## src/rtl/axi4_burst_addr_gen_pkg.sv

```systemverilog
// Shared definitions for the AXI4 burst beat generator.
// Holds the burst and size encodings, the 4 KB page constants, the
// fixed-width part of a queued command and the generator state type.
package axi4_burst_addr_gen_pkg;

    typedef enum logic [1:0] {
        BURST_FIXED    = 2'b00,
        BURST_INCR     = 2'b01,
        BURST_WRAP     = 2'b10,
        BURST_RESERVED = 2'b11
    } axi4_burst_e;

    localparam logic [2:0] SIZE_1B   = 3'd0;
    localparam logic [2:0] SIZE_2B   = 3'd1;
    localparam logic [2:0] SIZE_4B   = 3'd2;
    localparam logic [2:0] SIZE_8B   = 3'd3;
    localparam logic [2:0] SIZE_16B  = 3'd4;
    localparam logic [2:0] SIZE_32B  = 3'd5;
    localparam logic [2:0] SIZE_64B  = 3'd6;
    localparam logic [2:0] SIZE_128B = 3'd7;

    localparam int AXI4_PAGE_BYTES = 4096;
    localparam int AXI4_PAGE_BITS  = 12;

    // Width-independent part of a command; the top wraps it together with
    // its parametrised id and address fields to form the queue payload.
    typedef struct packed {
        logic [7:0]  len;
        logic [2:0]  size;
        axi4_burst_e burst;
    } axi4_burst_ctl_s;

    typedef enum logic {
        ST_IDLE   = 1'b0,
        ST_ACTIVE = 1'b1
    } gen_state_e;

endpackage

```

## src/rtl/axi4_burst_addr_gen_cmd_fifo.sv

```systemverilog
// axi4_cmd_fifo: registered FIFO holding outstanding burst commands.
// Ports:
//   clk, rst_n        clock, asynchronous active-low reset
//   push, push_data   write request and payload (ignored when full)
//   pop, pop_data     read request (ignored when empty) and head payload
//   full, empty       occupancy flags
//   count             number of stored entries, 0..DEPTH
module axi4_cmd_fifo #(
    parameter int WIDTH = 8,
    parameter int DEPTH = 16
) (
    input  logic                       clk,
    input  logic                       rst_n,
    input  logic                       push,
    input  logic [WIDTH-1:0]           push_data,
    input  logic                       pop,
    output logic [WIDTH-1:0]           pop_data,
    output logic                       full,
    output logic                       empty,
    output logic [$clog2(DEPTH+1)-1:0] count
);

    localparam int PW = $clog2(DEPTH);
    localparam int CW = $clog2(DEPTH+1);

    logic [WIDTH-1:0] mem_r [DEPTH];
    logic [PW-1:0]    wr_ptr_r;
    logic [PW-1:0]    rd_ptr_r;
    logic [CW-1:0]    count_r;
    logic             push_ok_s;
    logic             pop_ok_s;

    assign push_ok_s = push && !full;
    assign pop_ok_s  = pop && !empty;
    assign full      = (count_r == CW'(DEPTH));
    assign empty     = (count_r == CW'(0));
    assign count     = count_r;
    assign pop_data  = mem_r[rd_ptr_r];

    // Payload storage; contents are don't-care until written.
    always_ff @(posedge clk) begin
        if (push_ok_s) begin
            mem_r[wr_ptr_r] <= push_data;
        end
    end

    // Pointers and occupancy; DEPTH is a power of two so pointers wrap naturally.
    always_ff @(posedge clk or negedge rst_n) begin
        if (!rst_n) begin
            wr_ptr_r <= PW'(0);
            rd_ptr_r <= PW'(0);
            count_r  <= CW'(0);
        end else begin
            if (push_ok_s) begin
                wr_ptr_r <= wr_ptr_r + PW'(1);
            end
            if (pop_ok_s) begin
                rd_ptr_r <= rd_ptr_r + PW'(1);
            end
            case ({push_ok_s, pop_ok_s})
                2'b10:   count_r <= count_r + CW'(1);
                2'b01:   count_r <= count_r - CW'(1);
                default: count_r <= count_r;
            endcase
        end
    end

endmodule

```

## src/rtl/axi4_burst_addr_gen.sv

```systemverilog
// axi4_burst_addr_gen: expands queued AXI4 AW/AR commands into beats.
// Ports:
//   aclk, aresetn        clock, asynchronous active-low reset
//   cmd_*                command input (valid/ready), queued in axi4_cmd_fifo
//   beat_*               per-beat id, address, lane strobe, index, last, error
//   cmd_count            queue occupancy
//   busy                 a burst is active or commands are waiting
module axi4_burst_addr_gen
    import axi4_burst_addr_gen_pkg::*;
#(
    parameter int ADDRESS_WIDTH = 32,
    parameter int DATA_WIDTH    = 64,
    parameter int ID_WIDTH      = 4,
    parameter int CMD_DEPTH     = 16
) (
    input  logic                           aclk,
    input  logic                           aresetn,
    input  logic                           cmd_valid,
    output logic                           cmd_ready,
    input  logic [ID_WIDTH-1:0]            cmd_id,
    input  logic [ADDRESS_WIDTH-1:0]       cmd_addr,
    input  logic [7:0]                     cmd_len,
    input  logic [2:0]                     cmd_size,
    input  logic [1:0]                     cmd_burst,
    output logic                           beat_valid,
    input  logic                           beat_ready,
    output logic [ID_WIDTH-1:0]            beat_id,
    output logic [ADDRESS_WIDTH-1:0]       beat_addr,
    output logic [DATA_WIDTH/8-1:0]        beat_strb,
    output logic [7:0]                     beat_idx,
    output logic                           beat_last,
    output logic                           beat_err,
    output logic [$clog2(CMD_DEPTH+1)-1:0] cmd_count,
    output logic                           busy
);

    localparam int                       NB        = DATA_WIDTH / 8;
    localparam int                       AW        = ADDRESS_WIDTH;
    localparam int                       EW        = ADDRESS_WIDTH + 16;
    localparam logic [2:0]               MAX_SIZE  = 3'($clog2(NB));
    localparam logic [AW-1:0]            LANE_MASK = AW'(NB - 1);

    typedef struct packed {
        logic [ID_WIDTH-1:0] id;
        logic [AW-1:0]       addr;
        axi4_burst_ctl_s     ctl;
    } axi4_burst_cmd_s;

    // Lanes from the byte address up to the end of the size-aligned beat.
    function automatic logic [NB-1:0] lane_strb(input logic [AW-1:0] a, input logic [2:0] size);
        logic [AW-1:0] bmask;
        logic [AW-1:0] lo;
        logic [AW-1:0] hi;
        bmask = (AW'(1) << size) - AW'(1);
        lo    = a & LANE_MASK;
        hi    = ((a & ~bmask) & LANE_MASK) + bmask;
        for (int i = 0; i < NB; i++) begin
            lane_strb[i] = (AW'(i) >= lo) && (AW'(i) <= hi);
        end
    endfunction

    axi4_burst_cmd_s push_data_s;
    axi4_burst_cmd_s head_s;
    logic            full_s;
    logic            empty_s;
    logic            push_s;
    logic            load_s;
    logic            advance_s;

    gen_state_e      state_r;
    gen_state_e      state_nx_s;

    logic [ID_WIDTH-1:0] id_r;
    logic [AW-1:0]       addr_r;
    logic [NB-1:0]       strb_r;
    logic [7:0]          idx_r;
    logic [7:0]          len_r;
    logic [2:0]          size_r;
    axi4_burst_e         burst_r;
    logic                err_r;
    logic                last_r;
    logic [AW-1:0]       wmask_r;

    logic [AW-1:0]       head_bmask_s;
    logic [AW-1:0]       load_wmask_s;
    logic [EW-1:0]       incr_last_s;
    logic                incr_cross_s;
    logic                size_err_s;
    logic                wrap_len_ok_s;
    logic                wrap_unaligned_s;
    logic                load_err_s;
    logic [AW-1:0]       beat_bmask_s;
    logic [AW-1:0]       next_addr_s;

    assign push_data_s = '{id: cmd_id, addr: cmd_addr,
                           ctl: '{len: cmd_len, size: cmd_size, burst: axi4_burst_e'(cmd_burst)}};
    assign push_s      = cmd_valid && !full_s;

    axi4_cmd_fifo #(
        .WIDTH ($bits(axi4_burst_cmd_s)),
        .DEPTH (CMD_DEPTH)
    ) u_cmd_fifo (
        .clk       (aclk),
        .rst_n     (aresetn),
        .push      (push_s),
        .push_data (push_data_s),
        .pop       (load_s),
        .pop_data  (head_s),
        .full      (full_s),
        .empty     (empty_s),
        .count     (cmd_count)
    );

    assign cmd_ready  = !full_s;
    assign beat_valid = (state_r == ST_ACTIVE);
    assign busy       = (state_r == ST_ACTIVE) || !empty_s;
    assign beat_id    = id_r;
    assign beat_addr  = addr_r;
    assign beat_strb  = strb_r;
    assign beat_idx   = idx_r;
    assign beat_last  = last_r;
    assign beat_err   = err_r;

    // Legality of the queue head, evaluated only when it is loaded.
    assign head_bmask_s     = (AW'(1) << head_s.ctl.size) - AW'(1);
    assign load_wmask_s     = ((AW'(head_s.ctl.len) + AW'(1)) << head_s.ctl.size) - AW'(1);
    // Extra high bits keep a burst running past the top of the address space
    // from aliasing back into the start page.
    assign incr_last_s      = EW'(head_s.addr & ~head_bmask_s)
                            + ((EW'(head_s.ctl.len) + EW'(1)) << head_s.ctl.size) - EW'(1);
    assign incr_cross_s     = (incr_last_s >> AXI4_PAGE_BITS) != (EW'(head_s.addr) >> AXI4_PAGE_BITS);
    assign size_err_s       = head_s.ctl.size > MAX_SIZE;
    assign wrap_len_ok_s    = (head_s.ctl.len == 8'd1) || (head_s.ctl.len == 8'd3)
                           || (head_s.ctl.len == 8'd7) || (head_s.ctl.len == 8'd15);
    assign wrap_unaligned_s = (head_s.addr & head_bmask_s) != AW'(0);

    // Per-burst-type legality of the head command.
    always_comb begin
        load_err_s = 1'b0;
        case (head_s.ctl.burst)
            BURST_FIXED: load_err_s = size_err_s;
            BURST_INCR:  load_err_s = size_err_s || incr_cross_s;
            BURST_WRAP:  load_err_s = size_err_s || !wrap_len_ok_s || wrap_unaligned_s;
            default:     load_err_s = 1'b1;
        endcase
    end

    // Address of the following beat; error bursts stay on the start address.
    assign beat_bmask_s = (AW'(1) << size_r) - AW'(1);
    always_comb begin
        next_addr_s = addr_r;
        if (err_r) begin
            next_addr_s = addr_r;
        end else begin
            case (burst_r)
                BURST_INCR: next_addr_s = (addr_r & ~beat_bmask_s) + beat_bmask_s + AW'(1);
                BURST_WRAP: next_addr_s = (addr_r & ~wmask_r)
                                        | ((addr_r + beat_bmask_s + AW'(1)) & wmask_r);
                default:    next_addr_s = addr_r;
            endcase
        end
    end

    // Generator state register.
    always_ff @(posedge aclk or negedge aresetn) begin
        if (!aresetn) begin
            state_r <= ST_IDLE;
        end else begin
            state_r <= state_nx_s;
        end
    end

    // Next state; a last-beat handshake reloads straight from the queue.
    always_comb begin
        state_nx_s = state_r;
        load_s     = 1'b0;
        advance_s  = 1'b0;
        case (state_r)
            ST_IDLE: begin
                if (!empty_s) begin
                    load_s     = 1'b1;
                    state_nx_s = ST_ACTIVE;
                end else begin
                    state_nx_s = ST_IDLE;
                end
            end
            ST_ACTIVE: begin
                if (beat_ready && last_r) begin
                    if (!empty_s) begin
                        load_s     = 1'b1;
                        state_nx_s = ST_ACTIVE;
                    end else begin
                        state_nx_s = ST_IDLE;
                    end
                end else if (beat_ready) begin
                    advance_s = 1'b1;
                end else begin
                    state_nx_s = ST_ACTIVE;
                end
            end
            default: state_nx_s = ST_IDLE;
        endcase
    end

    // Working registers that drive the beat outputs.
    always_ff @(posedge aclk or negedge aresetn) begin
        if (!aresetn) begin
            id_r    <= '0;
            addr_r  <= '0;
            strb_r  <= '0;
            idx_r   <= 8'd0;
            len_r   <= 8'd0;
            size_r  <= 3'd0;
            burst_r <= BURST_FIXED;
            err_r   <= 1'b0;
            last_r  <= 1'b0;
            wmask_r <= '0;
        end else if (load_s) begin
            id_r    <= head_s.id;
            addr_r  <= head_s.addr;
            strb_r  <= load_err_s ? '0 : lane_strb(head_s.addr, head_s.ctl.size);
            idx_r   <= 8'd0;
            len_r   <= head_s.ctl.len;
            size_r  <= head_s.ctl.size;
            burst_r <= head_s.ctl.burst;
            err_r   <= load_err_s;
            last_r  <= (head_s.ctl.len == 8'd0);
            wmask_r <= load_wmask_s;
        end else if (advance_s) begin
            addr_r  <= next_addr_s;
            strb_r  <= err_r ? '0 : lane_strb(next_addr_s, size_r);
            idx_r   <= idx_r + 8'd1;
            last_r  <= ((idx_r + 8'd1) == len_r);
        end
    end

endmodule

```

## config.mk

```make
export PLATFORM = sky130hd
export DESIGN_NAME = axi4_burst_addr_gen
export DESIGN_NICKNAME = d
export VERILOG_FILES = /design/src/rtl/axi4_burst_addr_gen_pkg.sv /design/src/rtl/axi4_burst_addr_gen_cmd_fifo.sv /design/src/rtl/axi4_burst_addr_gen.sv
export SDC_FILE = /design/constraint.sdc
export NUM_CORES = 1
export LEC_CHECK = 0
export CAP_MARGIN = 10
export CORE_MARGIN = 2
export CORE_UTILIZATION = 31
export CTS_BUF_LIST = sky130_fd_sc_hd__clkbuf_16
export DETAILED_ROUTE_END_ITERATION = 16
export GPL_ROUTABILITY_DRIVEN = 0
export PLACE_DENSITY = 0.54
export SLEW_MARGIN = 20
export SYNTH_ARGS = -nofsm -noshare
export SYNTH_HDL_FRONTEND = slang
export SYNTH_SLANG_ARGS = --single-unit
```

## constraint.sdc

```tcl
create_clock -name aclk -period 7.2 [get_ports aclk]
set_clock_uncertainty 0.1 [all_clocks]
set_input_delay 0.72 -clock aclk [delete_from_list [all_inputs] [get_ports aclk]]
set_output_delay 0.72 -clock aclk [all_outputs]
set_load 0.01 [all_outputs]
```

# ---- Yosys cells after proc, flatten, opt, wreduce, memory -nomap -nowiden
# Memories as Yosys holds them, arrays and structs flattened.
# Cells that the tools add are included.
# Widths: inputs -> output; s select.
dict set report totals {
  ff_bits 113
  mem_bits_rw 784
  in_bits 53
  elab_cells 156
  n_memories 1
}
# name depth word_bits rd rd_clocked_by_memory_dff wr line_no
set mem_list {}
lappend mem_list {u_cmd_fifo.mem_r 16 49 1 0 1 axi4_burst_addr_gen_cmd_fifo.sv:26} ;# logic [WIDTH-1:0] mem_r [DEPTH];
dict set report op_classes {
  add_sub_neg 18
  n_lt_le_gt_ge 33
  eq_ne 13
  shifts 4
  muxes 24
  n_bitwise 13
  n_reduce_logical 36
}
# op n
set op_table {}
lappend op_table {{$le 3x32->1 const A} 8}
lappend op_table {{$and 32x32->32} 4}
lappend op_table {{$le 1x32->1 const A} 4}
lappend op_table {{$le 2x32->1 const A} 4}
lappend op_table {{$mux 32} 3}
lappend op_table {{$add 3x32->32} 2}
lappend op_table {{$add 32x1->32 const B} 2}
lappend op_table {{$add 32x32->32} 2}
lappend op_table {{$not 32->32} 2}
lappend op_table {{$pmux 32 s2} 1}
lappend op_table {{$shl 1x3->32 const A} 2}
lappend op_table {{$sub 32x2->32 const B} 2}
lappend op_table {{$add 48x48->48} 1}
lappend op_table {{$and 32x48->48} 1}
lappend op_table {{$mux 8} 6}
lappend op_table {{$not 32->48} 1}
lappend op_table {{$shl 9x3->48} 1}
lappend op_table {{$sub 48x1->48 const B} 1}
lappend op_table {{$ne 36x20->1} 1}
lappend op_table {{$or 32x32->32} 1}
lappend op_table {{$reduce_bool 32->1} 1}
lappend op_table {{$shl 9x3->32} 1}
lappend op_table {{$sub 32x1->32 const B} 1}
lappend op_table {{$ge 3x3->1 const A} 8}
lappend op_table {{30 further kinds} 81}

# ---- Longest topological paths before layout
dict set report depth {
  ltp_word 15
  depth_mapped 32
  ltp_nobuf 28
}

# ---- By module
# From an unflattened synthesis, not the netlist that was laid out.
dict set report unflattened {
  hier_cells 3235
  area_unflattened_um2 43431.7
}
# mod instances cells_per_inst area_each_um2
set modules_own_cells {}
lappend modules_own_cells {axi4_cmd_fifo 1 1548 30892.1}
lappend modules_own_cells {axi4_burst_addr_gen 1 1687 12539.5}

# ---- Worst setup path before layout
# No wires, ideal clock.
dict set report synth_timing {
  kind {reg2reg}
  startpoint {reg u_cmd_fifo.rd_ptr_r[0]}
  endpoint {reg strb_r[3] (netlist: beat_strb[3])}
  setup_time_ns 0.104
  t_arrival_ns 7.326
  path_slack_ns -0.329
  stages_incl_launch_ff 31
  n_path_buf 11
  path_cell_list {dfrtp_1 buf_6 buf_12 buf_8 buf_6 buf_6 buf_6 buf_6 buf_2 buf_2 buf_1 mux4_2 mux4_2 inv_1 ha_1 inv_1 ha_1 clkbuf_1 nand4_1 or3_1 or2_2 nand2_1 o21ba_2 o2bb2ai_1 a211o_1 or4_1 nor4_1 nand3_1 o31ai_2 nand2_2 o41ai_2}
}
dict set report synth_between {
  elab_chain_len 12
}
# element line_no
set synth_lines {}
lappend synth_lines {{from (decl)} axi4_burst_addr_gen_cmd_fifo.sv:28} ;# logic [PW-1:0] rd_ptr_r;
lappend synth_lines {{from (signal assigned)} axi4_burst_addr_gen_cmd_fifo.sv:58} ;# rd_ptr_r <= rd_ptr_r + PW'(1);
lappend synth_lines {{$mem_v2 16x49 *} -}
lappend synth_lines {{$shl 1x3->32} {axi4_burst_addr_gen.sv:54, axi4_burst_addr_gen.sv:125}}
lappend synth_lines {{$sub 32x2->32} {axi4_burst_addr_gen.sv:54, axi4_burst_addr_gen.sv:125}}
lappend synth_lines {{$not 32->48} axi4_burst_addr_gen.sv:129} ;# assign incr_last_s = EW'(head_s.addr & ~head_bmask_s)
lappend synth_lines {{$and 32x48->48} axi4_burst_addr_gen.sv:129}
lappend synth_lines {{$add 48x48->48} axi4_burst_addr_gen.sv:130} ;# + ((EW'(head_s.ctl.len) + EW'(1)) << head_s.ctl.size) - EW'(1);
lappend synth_lines {{$sub 48x1->48} axi4_burst_addr_gen.sv:130}
lappend synth_lines {{$ne 36x20->1} axi4_burst_addr_gen.sv:131} ;# assign incr_cross_s = (incr_last_s >> AXI4_PAGE_BITS) != (EW'(head_s.addr) >> AXI4_PAGE_BITS);
lappend synth_lines {{$logic_or 1x1->1} axi4_burst_addr_gen.sv:142} ;# BURST_INCR: load_err_s = size_err_s || incr_cross_s;
lappend synth_lines {{$pmux 1 s3} axi4_burst_addr_gen.sv:140} ;# case (head_s.ctl.burst)
lappend synth_lines {{$mux 8 *} axi4_burst_addr_gen.sv:221} ;# strb_r <= load_err_s ? '0 : lane_strb(head_s.addr, head_s.ctl.size);
lappend synth_lines {{$mux 8 *} axi4_burst_addr_gen.sv:218} ;# end else if (load_s) begin
lappend synth_lines {{to (signal assigned)} axi4_burst_addr_gen.sv:221}
lappend synth_lines {{to (signal assigned)} axi4_burst_addr_gen.sv:231} ;# strb_r <= err_r ? '0 : lane_strb(next_addr_s, size_r);
lappend synth_lines {{to (decl)} axi4_burst_addr_gen.sv:75} ;# logic [NB-1:0] strb_r;
# Mark *: on every way between the ends. The rest lies on a longest branch, timed or not.
# A chain may end at the register's enable or synchronous reset.

==> impl_metrics.py <==
metrics = {
    "critical_path": {
        "worstPathRequired_ps": 7660,
        "cp-start-kind": "flop",
        "critPathKind": "flop to flop",
        "crit_fanout": 8,
        "regToRegSetupSlack_ps": 250,
        "cp_data_arrival_time_ps": 7410,
        "setup.worst_path.end_class": "flop",
    },
    "clock_network": {
        "clk_path_buf_depth": 3,
        "cts.htree.levels": 3,
        "ctsRootBufferMaster": "clkbuf_16",
        "cts.clk_slew.worst_paths_ps": 60,
        "number_of_clock_buffers_inserted_by_tritoncts": 93,
        "latest_clock_arrival_within_the_worst_skew_pair_ps": 680,
        "clock_tree_from_tritoncts": "yes",
        "cts.sinks": 896,
    },
    "synth": {
        "synth_edf_count": 784,
        "synth_area_sq_um": 42800,
        "syn_inst": 2974,
        "synth_flop_cell": "edfxtp_1",
        "share_of_the_yosys_chip_area_belonging_to_registers": 0.615,
        "netlist-cell-type-count": 100,
        "synthesis.area_per_instance_sq_um": 14.4,
        "async_flop_share": 0.125,
        "synth.ff_latch_count": 896,
        "synthesis.yosys.warnings": 0,
    },
    "sta": {
        "final_worst_path_period_share": 0.966,
        "worst_pin_slew_ps": 1140,
        "finalCriticalPeriod_ps": 6950,
        "fin_setup_tns_ps": 0,
        "finalHoldViolCount": 0,
        "max_slew_margin": 0.228,
        "drv_slew": 0,
        "fmaxAchievable_mhz": 144,
        "report.final.setup_viol": 0,
        "hold_slack_ps": 8.98,
    },
    "finish": {
        "area_grow_syn2layout_pct": 17.1,
        "final_net_count": 3422,
        "sequential_cell_area_sq_um": 26400,
        "layout.cells.most_common_list": "edfxtp_1, nand2_1, mux4_2, o21ai_0, inv_1",
        "layout.cells.most_common": "edfxtp_1",
        "num-fill-cells": 13000,
        "fraction_of_layout_instances_using_a_drive_strength_above_1": 0.178,
        "multiInputGateArea_sq_um": 15600,
        "finish.cell_count_without_fillers": 5091,
        "fin_area_sq_um": 50100,
    },
    "routing": {
        "ant_nets_after_route": 0,
        "first_iter_violations": 2502,
        "average_wire_length_per_cell_after_detail_routing_um": 24.1,
        "drt_drc_violations_left": 0,
        "viasPerCell": 5.30,
        "detailedRoute.firstPassIterationCount": 7,
        "drt_wl_total_um": 123000,
        "dr_total_vias": 27000,
    },
    "job": {
        "max-cap-violations": 0,
    },
    "die": {
        "core-area_sq_um": 137000,
        "die-width_um": 376,
        "initial_core_util": 0.312,
        "dieHeight_um": 376,
        "top_level_pins": 115,
        "row_count": 136,
        "design.die.area_sq_um": 141000,
    },
    "global_route": {
        "grt_antenna_before_repair": 12,
        "globalRoute.totalOverflow": 0,
        "grt_use_total": 0.171,
        "pin_count_of_the_biggest_net_entering_global_routing": 90,
        "first_global_vias": 26700,
        "grt_pass1_wl_um": 181000,
    },
    "place": {
        "instance_area_at_placement_sq_um": 46800,
        "place_hpwl_um": 79700,
        "placed_cells_incl_taps": 4900,
        "number_of_buffers_inserted_by_port_buffering": 114,
    },
    "power": {
        "cellLeakagePower_nw": 17.3,
        "power.density_nw_per_um2": 258,
        "vdd_drop_max_mv": 0.199,
    },
    "run_status": {
        "outcome": "complete, no violations",
    },
    "hold_path": {
        "hold_class": "input pin to async pin",
    },
}
Yosys cell counts, drive strengths merged (56+ instances only):
| library cell | instances | area [sq um] |
|---|---|---|
| dfrtp | 112 | 2800 |
| edfxtp | 784 | 23500 |
| clkbuf | 70 | 263 |
| ha | 154 | 1930 |
| nand2 | 292 | 1110 |
| buf | 66 | 464 |
| o21ai | 181 | 913 |
| nor2 | 131 | 492 |
| a22oi | 56 | 420 |
| xnor2 | 76 | 666 |
| a21oi | 133 | 666 |
| inv | 135 | 507 |
| mux4 | 208 | 4700 |
repair_timing:
| item | 4_1_cts | 5_1_grt |
|---|---|---|
| gates cloned | 0 | 1 |
| resized for setup | 1 | 56 |
| hold buffers | 0 | 0 |
| endpoints found under the setup margin | 7 | 9 |
| setup buffers | 0 | 11 |
| pin swaps | 0 | 4 |
registers in the layout (all words and copies together), names as in the netlist, 5 cells and up:
signal / cells
len_r: 8
u_cmd_fifo.count: 5
u_cmd_fifo.mem_r: 784
beat_addr: 32
beat_strb: 8
beat_idx: 8
wmask_r: 31
metrics by stage:
stage,worst slack [ps],utilization,power [mW]
global route,-59.6,0.365,13.5
detailed placement,-2.12,0.341,8.35
floorplan,15.5,-,7.48
finish,247,0.365,13.0
CTS,25.1,0.362,13.0
global placement,105,0.341,8.35
kinds of logic (layout without fill, tap and decap cells):
| family | count (synthesis) | count (layout) | share of synthesized area |
|---|---|---|---|
| XOR/XNOR | 116 | 116 | 0.0239 |
| AO/OA/AOI/OAI | 641 | 641 | 0.0981 |
| AND/OR/NAND/NOR | 647 | 647 | 0.0689 |
| adder cells (fa/ha/maj) | 156 | 156 | 0.0459 |
| multiplexers | 243 | 243 | 0.119 |
| buffers and inverters | 273 | 574 | 0.0290 |
| flip-flops | 896 | 896 | 0.615 |
| other | 2 | 24 | 0.000175 |
where the power goes:
group | switching (mW) | internal [mW] | total (mW)
clock network | 2.06 | 2.59 | 4.65
logic | 1.32 | 0.700 | 2.02
registers | 0.130 | 6.15 | 6.28
total | 3.52 | 9.44 | 13.0
path summary, 6_finish.rpt:
path / from / end / cells after the start
worst max-delay path: u_cmd_fifo.rd_ptr_r[0]$_DFFE_PN0P_ / beat_strb[3]$_DFFE_PN0P_ / 25
worst min-delay path: aresetn / beat_addr[8]$_DFFE_PN0P_ / 1
worst max register to register: u_cmd_fifo.rd_ptr_r[0]$_DFFE_PN0P_ / beat_strb[3]$_DFFE_PN0P_ / 25
worst min register to register: beat_id[3]$_DFFE_PN0P_ / beat_id[3]$_DFFE_PN0P_ / 2
max in group asynchronous: aresetn / u_cmd_fifo.rd_ptr_r[0]$_DFFE_PN0P_ / 2
min in group aclk: beat_id[3]$_DFFE_PN0P_ / beat_id[3]$_DFFE_PN0P_ / 2
critical path, cell delays in order (launching register included):
cell and delay [ps]:
dfrtp_4 480, buf_8 180, mux4_2 520, mux4_2 580
a21bo_2 310, o21ai_0 160, a311oi_2 310, a31oi_1 110
a211oi_2 360, inv_1 140, ha_1 300, inv_1 40
ha_2 370, nand4_1 170, or2_2 340, a21oi_1 160
nor3b_1 100, a2111o_1 450, nor4_2 340, nand4_1 160
nor4_2 310, nand3_1 120, o31ai_2 190, buf_4 180
nand2_2 90, o41ai_2 290
cell type report:
cell class,count,share of cell area
inverters,137,0.0103
clock inverters,82,0.0132
diodes,4,0.000200
well taps,1794,0.0448
repair buffers,262,0.0470
clock buffers,93,0.0464
flip-flops and latches,896,0.526
multi-input cells,1823,0.312
per-layer routing:
metal / GRT usage / share of wire / vias to the layer above
met3: 0.0276 / 0.061 / 191
met4: 0.0409 / 0.021 / 4
met5: 0 / 0.00026 / -
met2: 0.273 / 0.46 / 917
li1: - / - / 12100
met1: 0.244 / 0.45 / 13800
Note: power is estimated with default switching activity, not from simulation.
